**src/rtl/ov7670_pkg.sv**
```systemverilog
// Shared types and helpers for the OV7670 capture path.
// FSM states, default geometry and decimation legality.
package ov7670_pkg;

  typedef enum logic [1:0] {
    IDLE,
    WAIT_SOF,
    CAPTURE
  } cap_state_t;

  localparam int H_ACT_DEF = 640;
  localparam int V_ACT_DEF = 480;
  localparam int Y_W       = 11;

  function automatic bit decim_ok(input int d);
    return (d == 1) || (d == 2) || (d == 4);
  endfunction

  function automatic int decim_shift(input int d);
    return (d == 4) ? 2 : ((d == 2) ? 1 : 0);
  endfunction

endpackage

```
**src/rtl/ov7670_byte_assembler.sv**
```systemverilog
// Pairs camera bytes into 16-bit pixels.
// pix_valid is high on the cycle the second byte is presented.
module ov7670_byte_assembler (
  input  logic        pclk,
  input  logic        reset,
  input  logic        clr,
  input  logic        en,
  input  logic        byte_swap,
  input  logic [7:0]  data,
  output logic        pix_valid,
  output logic [15:0] pix_data
);

  logic       phase;
  logic [7:0] byte0;

  always_ff @(posedge pclk) begin
    if (reset || clr) begin
      phase <= 1'b0;
      byte0 <= 8'h00;
    end else if (en) begin
      if (!phase) byte0 <= data;
      phase <= ~phase;
    end
  end

  assign pix_valid = en & phase;
  assign pix_data  = byte_swap ? {data, byte0}
                               : {byte0, data};

endmodule

```
**src/rtl/ov7670_capture_ctrl.sv**
```systemverilog
// OV7670 frame capture writer: sync edges, frame FSM,
// decimation counters, address pointer and status flags.
module ov7670_capture_ctrl
  import ov7670_pkg::*;
#(
  parameter int H_ACT  = H_ACT_DEF,
  parameter int V_ACT  = V_ACT_DEF,
  parameter int DECIM  = 2,
  parameter int ADDR_W = 17
) (
  input  logic              pclk,
  input  logic              reset,
  input  logic              href,
  input  logic              v_sync,
  input  logic [7:0]        ov7670_data,
  input  logic              cap_en,
  input  logic              single_shot,
  input  logic              byte_swap,
  output logic              we,
  output logic [ADDR_W-1:0] wAddr,
  output logic [15:0]       wData,
  output logic              busy,
  output logic              frame_done,
  output logic [15:0]       frame_cnt,
  output logic              line_err,
  output logic              frame_err
);

  localparam int SH = decim_shift(DECIM);
  localparam int XW = $clog2(H_ACT + 1) + 1;
  localparam int YW = Y_W;

  localparam logic [XW-1:0]     H_L   = XW'(H_ACT);
  localparam logic [YW-1:0]     V_L   = YW'(V_ACT);
  localparam logic [XW-1:0]     DM_X  = XW'(DECIM - 1);
  localparam logic [YW-1:0]     DM_Y  = YW'(DECIM - 1);
  localparam logic [ADDR_W-1:0] W_L   = ADDR_W'(H_ACT / DECIM);
  localparam logic [XW-1:0]     X_MAX = '1;
  localparam logic [YW-1:0]     Y_MAX = '1;

  if (!decim_ok(DECIM)) begin : g_bad_decim
    $error("DECIM must be 1, 2 or 4");
  end

  logic       hr_q, hr_q2, vs_q, vs_q2;
  logic [7:0] d_q;

  always_ff @(posedge pclk) begin
    if (reset) begin
      hr_q  <= 1'b0;
      hr_q2 <= 1'b0;
      vs_q  <= 1'b0;
      vs_q2 <= 1'b0;
      d_q   <= 8'h00;
    end else begin
      hr_q  <= href;
      hr_q2 <= hr_q;
      vs_q  <= v_sync;
      vs_q2 <= vs_q;
      d_q   <= ov7670_data;
    end
  end

  logic hr_fall, vs_fall, vs_rise;

  assign hr_fall = hr_q2 & ~hr_q;
  assign vs_fall = vs_q2 & ~vs_q;
  assign vs_rise = ~vs_q2 & vs_q;

  cap_state_t        state;
  logic              shot_lock;
  logic [XW-1:0]     x;
  logic [YW-1:0]     y;
  logic [ADDR_W-1:0] line_base;

  logic        asm_en, asm_clr;
  logic        pix_valid;
  logic [15:0] pix_data;

  assign asm_en  = (state == CAPTURE) && hr_q;
  assign asm_clr = hr_fall || (state != CAPTURE);

  ov7670_byte_assembler u_asm (
    .pclk      (pclk),
    .reset     (reset),
    .clr       (asm_clr),
    .en        (asm_en),
    .byte_swap (byte_swap),
    .data      (d_q),
    .pix_valid (pix_valid),
    .pix_data  (pix_data)
  );

  logic [YW-1:0]     y_nxt;
  logic              keep;
  logic              base_step;
  logic [ADDR_W-1:0] addr;

  // Line closes before the frame check, so frame_err sees y_nxt.
  assign y_nxt = !hr_fall     ? y
               : (y == Y_MAX) ? y
               : y + 1'b1;

  assign keep = pix_valid
             && (x < H_L) && (y < V_L)
             && ((x & DM_X) == '0)
             && ((y & DM_Y) == '0);

  // line_base tracks (y/DECIM)*(H_ACT/DECIM) by addition only.
  assign base_step = hr_fall
                  && (y_nxt != y)
                  && (y_nxt < V_L)
                  && ((y_nxt & DM_Y) == '0);

  assign addr = line_base + ADDR_W'(x >> SH);

  always_ff @(posedge pclk) begin
    if (reset) begin
      state      <= IDLE;
      shot_lock  <= 1'b0;
      x          <= '0;
      y          <= '0;
      line_base  <= '0;
      we         <= 1'b0;
      wAddr      <= '0;
      wData      <= 16'h0000;
      busy       <= 1'b0;
      frame_done <= 1'b0;
      frame_cnt  <= 16'h0000;
      line_err   <= 1'b0;
      frame_err  <= 1'b0;
    end else begin
      we         <= 1'b0;
      frame_done <= 1'b0;
      unique case (state)
        // A finished single shot stays parked until cap_en is released.
        IDLE: begin
          if (!cap_en) shot_lock <= 1'b0;
          if (cap_en && !shot_lock) begin
            state <= WAIT_SOF;
            busy  <= 1'b1;
          end
        end
        WAIT_SOF: begin
          if (!cap_en) begin
            state <= IDLE;
            busy  <= 1'b0;
          end else if (vs_fall) begin
            state     <= CAPTURE;
            x         <= '0;
            y         <= '0;
            line_base <= '0;
            line_err  <= 1'b0;
            frame_err <= 1'b0;
          end
        end
        CAPTURE: begin
          if (pix_valid) begin
            if (x != X_MAX) x <= x + 1'b1;
            if (keep) begin
              we    <= 1'b1;
              wAddr <= addr;
              wData <= pix_data;
            end
          end
          if (hr_fall) begin
            if (x != H_L) line_err <= 1'b1;
            y <= y_nxt;
            x <= '0;
            if (base_step) line_base <= line_base + W_L;
          end
          if (vs_rise) begin
            frame_done <= 1'b1;
            frame_cnt  <= frame_cnt + 16'd1;
            if (y_nxt != V_L) frame_err <= 1'b1;
            if (cap_en && !single_shot) begin
              state <= WAIT_SOF;
            end else begin
              state     <= IDLE;
              busy      <= 1'b0;
              shot_lock <= single_shot;
            end
          end
        end
        default: begin
          state <= IDLE;
          busy  <= 1'b0;
        end
      endcase
    end
  end

endmodule

```
**config.mk**
```make
export PLATFORM = sky130hd
export DESIGN_NAME = ov7670_capture_ctrl
export DESIGN_NICKNAME = d
export VERILOG_FILES = /design/src/rtl/ov7670_pkg.sv /design/src/rtl/ov7670_byte_assembler.sv /design/src/rtl/ov7670_capture_ctrl.sv
export SDC_FILE = /design/constraint.sdc
export NUM_CORES = 1
export LEC_CHECK = 0
export ABC_AREA = 0
export BUFFER_PORTS_ARGS = -buffer_cell sky130_fd_sc_hd__buf_2
export CAP_MARGIN = 20
export CORE_MARGIN = 3
export CORE_UTILIZATION = 45
export DETAILED_ROUTE_END_ITERATION = 10
export SLEW_MARGIN = 20
export SYNTH_ARGS = -nofsm -noshare
export SYNTH_HDL_FRONTEND = slang
export SYNTH_SLANG_ARGS = --single-unit
```
**constraint.sdc**
```tcl
create_clock -name pclk -period 4.7 [get_ports pclk]
set_input_delay 0.705 -clock pclk [delete_from_list [all_inputs] [get_ports pclk]]
set_output_delay 0.705 -clock pclk [all_outputs]
set_load 0.02 [all_outputs]
```
==> results of run 1 <==
area by class of cell:
class / instances / area share, %
tap: 140 / 2.95
timing repair buffer: 70 / 5.98
clock inverter: 6 / 1.56
inverter: 13 / 0.821
clock buffer: 10 / 3.85
sequential: 111 / 37.4
multi-input combinational: 462 / 47.5
cell usage after synthesis (all sizes together) (2+ instances only):
library cell  number
a2111o             3
a2111oi            2
a211oi             3
a21o               4
a21oi             61
a22oi              4
a311oi             2
a31o               3
a31oi              5
a41oi              2
and2               3
and3              12
and4               8
buf               19
clkbuf            22
dfxtp            111
ha                 9
inv               13
mux2               2
mux2i             24
nand2             72
nand2b             4
nand3             22
nand4             14
nor2              78
nor2b             18
nor3               9
nor3b              3
nor4               3
o2111ai            3
o21ai             32
o311a              2
o311ai             2
o31ai              5
or2                2
or3                6
or4                3
xnor2             11
xor2              13
final timing paths:
check / from / end
max: y[0] / line_base[16]
min reg2reg: wAddr[10] / wAddr[10]
min: wAddr[10] / wAddr[10]
max reg2reg: y[0] / line_base[16]
flip-flops by register name, indices dropped and copies added, names as in the netlist, 2 cells and up:
name,cells
frame_cnt,16
u_asm.byte0,8
x,11
d_q,8
y,11
line_base,11
state,2
wAddr,17
wData,16
where the power goes:
group          switching [mW]  internal (mW)
combinational          0.0337         0.0198
clock                   0.355          0.472
sequential            0.00716          0.947
metal layers:
metal / track usage [%] / up-vias / wire length (µm)
li1: - / 2300 / -
met4: 5.46 / 0 / 125
met5: 0 / - / 0
met2: 28.6 / 95 / 5260
met1: 26.5 / 2094 / 6080
met3: 4.55 / 8 / 548
cells in the final DEF, fill, tap and decap left out, drive strengths merged, types with 6 or more instances in the layout:
| master | count |
|---|---|
| nand2 | 72 |
| and4 | 8 |
| xnor2 | 11 |
| nand3 | 22 |
| nor2b | 18 |
| buf | 70 |
| dfxtp | 111 |
| a21oi | 61 |
| mux2i | 24 |
| nor3 | 9 |
| o21ai | 32 |
| inv | 15 |
| nor2 | 78 |
| clkbuf | 10 |
| or3 | 6 |
| and3 | 12 |
| ha | 9 |
| nand4 | 14 |
| xor2 | 13 |
critical path, delay by kind of cell, from the launching register on:
family / cells / cell delay, ns
multiplexers: 1 / 0.31
AND/OR/NAND/NOR: 2 / 0.65
flip-flops: 1 / 0.49
adder cells (fa/ha/maj): 1 / 0.43
AO/OA/AOI/OAI: 3 / 0.76
per-stage QoR:
| step | util (%) | hold WS (ns) | instances |
|---|---|---|---|
| detailed placement | 50.3 | 0.441 | 796 |
| CTS | 53.2 | 0.450 | 812 |
| floorplan | - | 0.444 | 627 |
| global route | 53.2 | 0.466 | 812 |
| global placement | 50.3 | 0.436 | 796 |
| finish | 53.2 | 0.445 | 812 |
logic make-up after synthesis:
kind of cell | count (synthesis) | share of synthesized area, %
buffers and inverters | 54 | 4.50
adder cells (fa/ha/maj) | 9 | 2.13
AND/OR/NAND/NOR | 263 | 25.2
flip-flops | 111 | 42.1
AO/OA/AOI/OAI | 140 | 17.1
XOR/XNOR | 24 | 3.98
multiplexers | 26 | 4.97
==> results.yml, run 1 <==
outcome:
  run_status: "finished, final reports clean"
pwr:
  p_total_mw: 1.83
  leakagePower_nw: 2.37
  powerDensity_mw_per_mm2: 308
  ir_drop_mv: 0.359
timing:
  rsz0062_at_grt: "false"
  fmaxAchievable_mhz: 366
  setup_viol: 0
  skew_ns: 0.00674
  fin_tns_setup_ns: 0
  fin_ws_ns: 1.96
  slew_violations: 0
  worst_pin_slew_ns: 0.818
  slew_headroom_pct: 45.5
  hold_viol: 0
  post-route-period-util_pct: 58.2
  fin_crit_ns: 2.74
global_route:
  grt_overflow: 0
  track_usage_pct: 18.8
  grt_max_degree: 79
  antenna_found_initial: 0
  grt_pass1_wl_um: 20100
  grt_pass1_vias: 4102
cts:
  cts.path.max_buffers: 2
  cts_tree: "done"
  clk_root_buffer_cell: "clkbuf_16"
  postCtsSetupBuffers: 0
  cts.sinks: 111
  clk-insertion-delay-late_ns: 0.35
  hold_buffers: 0
  cts_made_buffers: 9
  h-tree-depth: 3
  clk_pin_slew_worst_paths_ns: 0.07
  cts_resized: 0
die:
  die_w_um: 114
  start_util_pct: 47.3
  core_mm2: 0.0112
  placement_rows: 38
  ios: 69
  die-area_mm2: 0.0131
  fp.dieH_um: 114
yosys:
  ys_seq_area_share_pct: 42.1
  synth_top_area_cell: "dfxtp_1"
  ys_top_cells_by_area: "dfxtp_1, a21oi_1, nor2_1"
  post_synth.cell_area_avg_um2: 8.43
  yosysTopAreaCellShare_pct: 42.1
  yosysWarningCount: 0
  synthCells: 627
  synth_seq_cells: 111
  syn_nets: 651
  synth_area_mm2: 0.00528
  synthArstFlopShare_pct: 0
  synth-edff-count: 0
  synth_ff_type: "dfxtp_1"
  ys_types: 66
critical_path:
  path_max_fanout: 15
  crit_path_max_incr_delay_ns: 0.49
  end_kind: "flop"
  rr_worst_depth: 7
  cp-start-kind: "flop"
  crit_arrival_ns: 2.98
  worst-setup-path-type: "reg -> reg"
  critPathSlowestCell: "dfxtp_1"
  cp_cell_sequence: "ha_1 -> nand2_1 -> nor4_4 -> a211oi_2 -> o211ai_4 -> a211oi_1 -> mux2_2"
  r2r_slack_ns: 1.96
  required_ns: 4.94
drt:
  wl_per_cell_um: 14.8
  routed_wirelength_um: 12000
  drc: 0
  first_pass_iters: 4
  drt-initial-drc-count: 232
  vias: 4497
  ant_nets: 0
  via_per_inst: 5.54
layout:
  finalInstanceArea_mm2: 0.00595
  register_area_mm2: 0.00222
  final_layout_size_suffix_gt1_share_pct: 15.5
  n_antenna_cell: 0
  fin_nets: 691
  fillers: 1096
  area_growth_pct: 12.6
  multiInputGateArea_mm2: 0.00282
placed_design:
  dp_hpwl_um: 8420
  post_dp_cell_area_mm2: 0.00563
  gp_congestion: 0.870
  pre_cts_ws_ns: 1.88
  io_buffer_count: 68
worst_hold_path:
  hold_path_class: "reg -> reg"
  worstHoldPathCells: 2
flow_run:
  cap_violations: 0
No activity file was read; power rests on OpenSTA's default activity.
==> run 2, diff against run 1 <==
ABC_AREA = 1   (was 0)
clock period = 2.6 ns   (was 4.7 ns; I/O delays follow)
==> run 2 against run 1 <==
Critical path depth is 6 higher. Sequential share of layout area shrank 1.4 points. Hold slack got worse by 0.21 ns. Global-route usage increased by 0.97 points. Non-clock buffer count grew 6. Total power grew 87%. Die area grew 2.3%. Register-to-register slack worse by 1.6 ns. Worst setup slack worse by 1.6 ns. Critical path type unchanged. Largest cell class unchanged.
==> results.yml, run 2 <==
outcome:
  run_status: "finished, final reports clean"
timing:
  rsz0062_at_grt: "false"
  slew_violations: 0
  skew_ns: 0.00628
  fin_ws_ns: 0.386
  setup_viol: 0
  post-route-period-util_pct: 85.2
  hold_viol: 0
  fin_tns_setup_ns: 0
  fin_crit_ns: 2.21
  worst_pin_slew_ns: 0.720
  slew_headroom_pct: 52.0
  fmaxAchievable_mhz: 452
yosys:
  synth_area_mm2: 0.00541
  synthCells: 734
  ys_seq_area_share_pct: 41.0
  synth_seq_cells: 111
  ys_top_cells_by_area: "dfxtp_1, nor2_1, nand2_1"
  yosysTopAreaCellShare_pct: 41.0
  ys_types: 47
  synth_ff_type: "dfxtp_1"
  synth_most_common_cell: "dfxtp_1"
  synthArstFlopShare_pct: 0
  post_synth.cell_area_avg_um2: 7.38
  synth-edff-count: 0
  synth_top_area_cell: "dfxtp_1"
  yosys-top-cells-count: "dfxtp_1, nor2_1, nand2_1, inv_1, a21oi_1"
  syn_nets: 758
  yosysWarningCount: 0
global_route:
  grt_pass1_vias: 4519
  met2_usage_pct: 32.2
  track_usage_pct: 19.8
  grt_pass1_wl_um: 21300
  use_met3_pct: 6.63
  grt_max_degree: 43
  grt_busiest_layer: "met2"
  grt_overflow: 0
  use_met1_pct: 25.5
  antenna_found_initial: 0
critical_path:
  end_kind: "flop"
  required_ns: 2.89
  crit_arrival_ns: 2.51
  cp_common_cell: "nand2_4"
  worst-setup-path-type: "reg -> reg"
  cp_cell_sequence: "ha_1 -> nand2_4 -> nor2_8 -> nand3_2 -> nand3_2 -> nand2_2 -> nor2_4 -> nand2_2 -> nand2_4 -> nand2_4 -> nand2_1 -> nand2_1 -> nor2_1"
  crit_path_max_incr_delay_ns: 0.50
  critPathSlowestCell: "dfxtp_1"
  path_max_fanout: 11
  cpLargestDelayFamily: "simple AND/OR/NAND/NOR gates"
  critPathBufInv: 0
  cp-start-kind: "flop"
layout:
  n_antenna_cell: 0
  fillers: 1146
  final_layout_size_suffix_gt1_share_pct: 18.2
  largest_register: "wAddr"
  finalInstanceArea_mm2: 0.00617
  area_growth_pct: 14.1
  final_core_util_pct: 53.4
  final_common_cell: "dfxtp_1"
  fin_nets: 818
  reg_top3: "wAddr x17, frame_cnt x16, wData x16"
  instances_no_fill: 941
  largest_reg_flops: 17
  mostFrequentLayoutCells: "dfxtp_1, nor2_1, nand2_1, inv_1, buf_2"
cts:
  cts.path.max_buffers: 2
  cts.sinks: 111
  clk-insertion-delay-late_ns: 0.36
  h-tree-depth: 3
  clk_pin_slew_worst_paths_ns: 0.07
  hold_buffers: 0
  cts_made_buffers: 9
  cts_tree: "done"
  cts_resized: 0
  clk_root_buffer_cell: "clkbuf_16"
  postCtsSetupBuffers: 0
die:
  die_w_um: 116
  placement_rows: 39
  start_util_pct: 46.8
  core_mm2: 0.0116
  die-area_mm2: 0.0134
  fp.dieH_um: 116
  ios: 69
placed_design:
  dp_hpwl_um: 9220
  pre_cts_ws_ns: 0.421
  io_buffer_count: 68
  placed_cells: 926
  post_dp_cell_area_mm2: 0.00584
  gp_congestion: 0.841
pwr:
  powerDensity_mw_per_mm2: 555
  ir_drop_mv: 0.388
  leakagePower_nw: 2.71
drt:
  first_pass_iters: 5
  routed_wirelength_um: 12800
  drt-initial-drc-count: 239
  ant_nets: 0
  drc: 0
  wl_per_cell_um: 13.6
  via_per_inst: 5.22
  vias: 4909
flow_run:
  cap_violations: 0
worst_hold_path:
  hold_path_class: "in -> reg"
==> run 2: area by class of cell <==
class / instances / area, µm² / area share, %
clock buffer: 10 / 229 / 3.71
inverter: 93 / 350 / 5.67
timing repair buffer: 76 / 400 / 6.48
clock inverter: 5 / 106 / 1.72
sequential: 111 / 2220 / 36.0
tap: 143 / 179 / 2.90
multi-input combinational: 503 / 2690 / 43.5
==> run 2: layer usage <==
layer	up-vias	routed length (µm)
met3	14	718
met4	0	148
li1	2522	-
met5	-	0
met2	105	6020
met1	2268	5940
==> run 2: stage by stage <==
step                      power (mW)  hold slack, ns
after floorplan                 1.86           0.430
after global placement          1.89           0.438
after detailed placement        1.90           0.443
after CTS                       3.47           0.220
after global routing            3.55           0.228
final                           3.42           0.232
==> run 2: cell families (layout without fill, tap and decap cells) <==
| family | count (synthesis) | after routing | share of synthesized area [%] |
|---|---|---|---|
| AOI/OAI and AO/OA | 155 | 155 | 15.8 |
| buffers and inverters | 120 | 184 | 9.31 |
| DFF | 111 | 111 | 41.0 |
| xor gates and xnor gates | 16 | 16 | 2.59 |
| muxes | 10 | 10 | 1.85 |
| adders and majority gates | 9 | 9 | 2.08 |
| and+or+nand+nor | 313 | 313 | 27.3 |
==> run 2: power breakdown <==
| group | total, mW | leakage [nW] | internal, mW | switching (mW) |
|---|---|---|---|---|
| clock | 1.57 | 0.159 | 0.940 | 0.627 |
| sequential | 1.72 | 0.897 | 1.71 | 0.0106 |
| combinational | 0.132 | 1.66 | 0.0438 | 0.0885 |
==> run 2: path summary, 6_finish.rpt <==
| kind | start | to | slack, ns | depth (start not counted) |
|---|---|---|---|---|
| worst max-delay path | y[0] | line_base[10] | 0.39 | 13 |
| worst min-delay path | ov7670_data[3] | d_q[3] | 0.23 | 3 |
| worst max register to register | y[0] | line_base[10] | 0.39 | 13 |
| worst min register to register | frame_err | frame_err | 0.45 | 2 |
==> run 2: tightest hold or removal path: cells and delay by family <==
family	cells	cell delay, ns
buffers and inverters	2	0.10
and+or+nand+nor	1	0.06
==> run 3, diff against run 2 <==
PLACE_DENSITY = 0.73   (was not set)
==> run 3 against run 2 <==
Combinational power about the same. Cell count grew 0.21%. Count of clock-buffer cells in the layout fell by 1. Critical path depth decreased by 4. Critical path type unchanged. Via count shrank 1.7%. Design area hardly changed. Fmax fell by 0.39%.
==> results.yml, run 3 (same netlist as run 2, synthesis figures left out) <==
critical_path:
  end_kind: "flop"
  crit_path_start: "state[0]"
  r2r_end: "wAddr[5]"
  required_ns: 2.88
  crit_arrival_ns: 2.50
  cp-start-kind: "flop"
  path_max_fanout: 42
  r2r_slack_ns: 0.38
  worst-setup-path-type: "reg -> reg"
  rr_worst_depth: 9
  crit_end: "wAddr[5]"
  reg2reg_from: "state[0]"
layout:
  n_antenna_cell: 0
  register_area_mm2: 0.00222
  multiInputGateArea_mm2: 0.00269
  largest_register: "wAddr"
  final_layout_size_suffix_gt1_share_pct: 18.5
  final_core_util_pct: 53.4
  mostFrequentLayoutCells: "dfxtp_1, nor2_1, nand2_1, inv_1, buf_2"
  largest_reg_flops: 17
  fillers: 1127
  finalInstanceArea_mm2: 0.00617
  area_growth_pct: 14.0
  instances_no_fill: 943
  final_common_cell: "dfxtp_1"
  fin_nets: 819
  reg_top3: "wAddr x17, frame_cnt x16, wData x16"
cts:
  cts.path.max_buffers: 2
  hold_buffers: 0
  cts_made_buffers: 9
  h-tree-depth: 3
  cts_resized: 0
  clk-insertion-delay-late_ns: 0.36
  clk_root_buffer_cell: "clkbuf_16"
  postCtsSetupBuffers: 0
  clk_pin_slew_worst_paths_ns: 0.08
  cts.sinks: 111
  cts_tree: "done"
outcome:
  run_status: "finished, final reports clean"
global_route:
  track_usage_pct: 18.6
  grt_busiest_layer: "met2"
  grt_pass1_wl_um: 20500
  met2_usage_pct: 29.4
  use_met1_pct: 26.3
  grt_pass1_vias: 4414
  grt_overflow: 0
  grt_max_degree: 43
  use_met3_pct: 4.23
  antenna_found_initial: 0
timing:
  slew_violations: 0
  rsz0062_at_grt: "false"
  holdWs_ns: 0.229
  fin_ws_ns: 0.377
  setup_viol: 0
  fin_crit_ns: 2.22
  fmaxAchievable_mhz: 450
  slew_headroom_pct: 56.3
  hold_viol: 0
  post-route-period-util_pct: 85.5
  skew_ns: 0.00813
  worst_pin_slew_ns: 0.655
  fin_tns_setup_ns: 0
worst_hold_path:
  hold_path_class: "in -> reg"
drt:
  first_pass_iters: 5
  wl_per_cell_um: 12.9
  via_per_inst: 5.12
  ant_nets: 0
  routed_wirelength_um: 12100
  vias: 4824
  drt-initial-drc-count: 370
  drc: 0
flow_run:
  cap_violations: 0
die:
  fp.dieH_um: 116
  ios: 69
  placement_rows: 39
  die-area_mm2: 0.0134
  die_w_um: 116
  start_util_pct: 46.8
  core_mm2: 0.0116
pwr:
  p_clk_share_pct: 44.2
  combPwrFrac_pct: 4.0
  powerDensity_mw_per_mm2: 539
  seqPwrFrac_pct: 51.8
  ir_drop_mv: 0.457
  p_total_mw: 3.33
  switching_share_pct: 23.7
  p_int_mw: 2.54
  leakagePower_nw: 2.71
  p_switching_mw: 0.789
placed_design:
  io_buffer_count: 68
  gp_congestion: 0.888
  dp_hpwl_um: 8710
  post_dp_cell_area_mm2: 0.00585
  placed_cells: 927
  pre_cts_ws_ns: 0.418
-- run 3: how the worst min path moves through the flow --
stage / start / end / slack, ns / cells past startpoint
4_1_cts: ov7670_data[5] / d_q[5] / 0.22 / 3
6_report: ov7670_data[5] / d_q[5] / 0.23 / 3
2_1_floorplan: vs_q / vs_q2 / 0.43 / 2
3_5_place_dp: vs_q / vs_q2 / 0.44 / 2
3_3_place_gp: vs_q / vs_q2 / 0.44 / 2
5_1_grt: ov7670_data[3] / d_q[3] / 0.22 / 3
-- run 3: area by class of cell --
type | instances | area share [%]
timing repair buffer | 77 | 6.61
sequential | 111 | 36.0
clock inverter | 7 | 1.64
multi-input combinational | 503 | 43.5
tap | 143 | 2.90
inverter | 93 | 5.67
clock buffer | 9 | 3.65
-- run 3: critical path, stage by stage, from the launching register on --
cell     delay [ns]
dfxtp_1        0.37
inv_2          0.09
nand2_2        0.20
nor2_1         0.22
inv_2          0.08
nor2_2         0.16
nand3_2        0.19
inv_2          0.50
o21ai_0        0.18
a21oi_1        0.14
-- run 3: layer usage --
layer | vias to the layer above | part of all wire [%] | routed length, µm
met5 | - | 0 | 0
met4 | 0 | 0.94 | 114
met3 | 9 | 4.8 | 586
met2 | 110 | 45 | 5440
met1 | 2175 | 49 | 5980
li1 | 2530 | - | -
-- run 3: power by group through the flow --
| stage | registers (mW) | clock network [mW] | logic, mW |
|---|---|---|---|
| 6_report | 1.72 | 1.47 | 0.132 |
| 5_1_grt | 1.73 | 1.56 | 0.150 |
| 4_1_cts | 1.72 | 1.49 | 0.132 |
| 3_5_place_dp | 1.76 | 0 | 0.132 |
| 3_3_place_gp | 1.76 | 0 | 0.130 |
| 2_1_floorplan | 1.76 | 0 | 0.0919 |
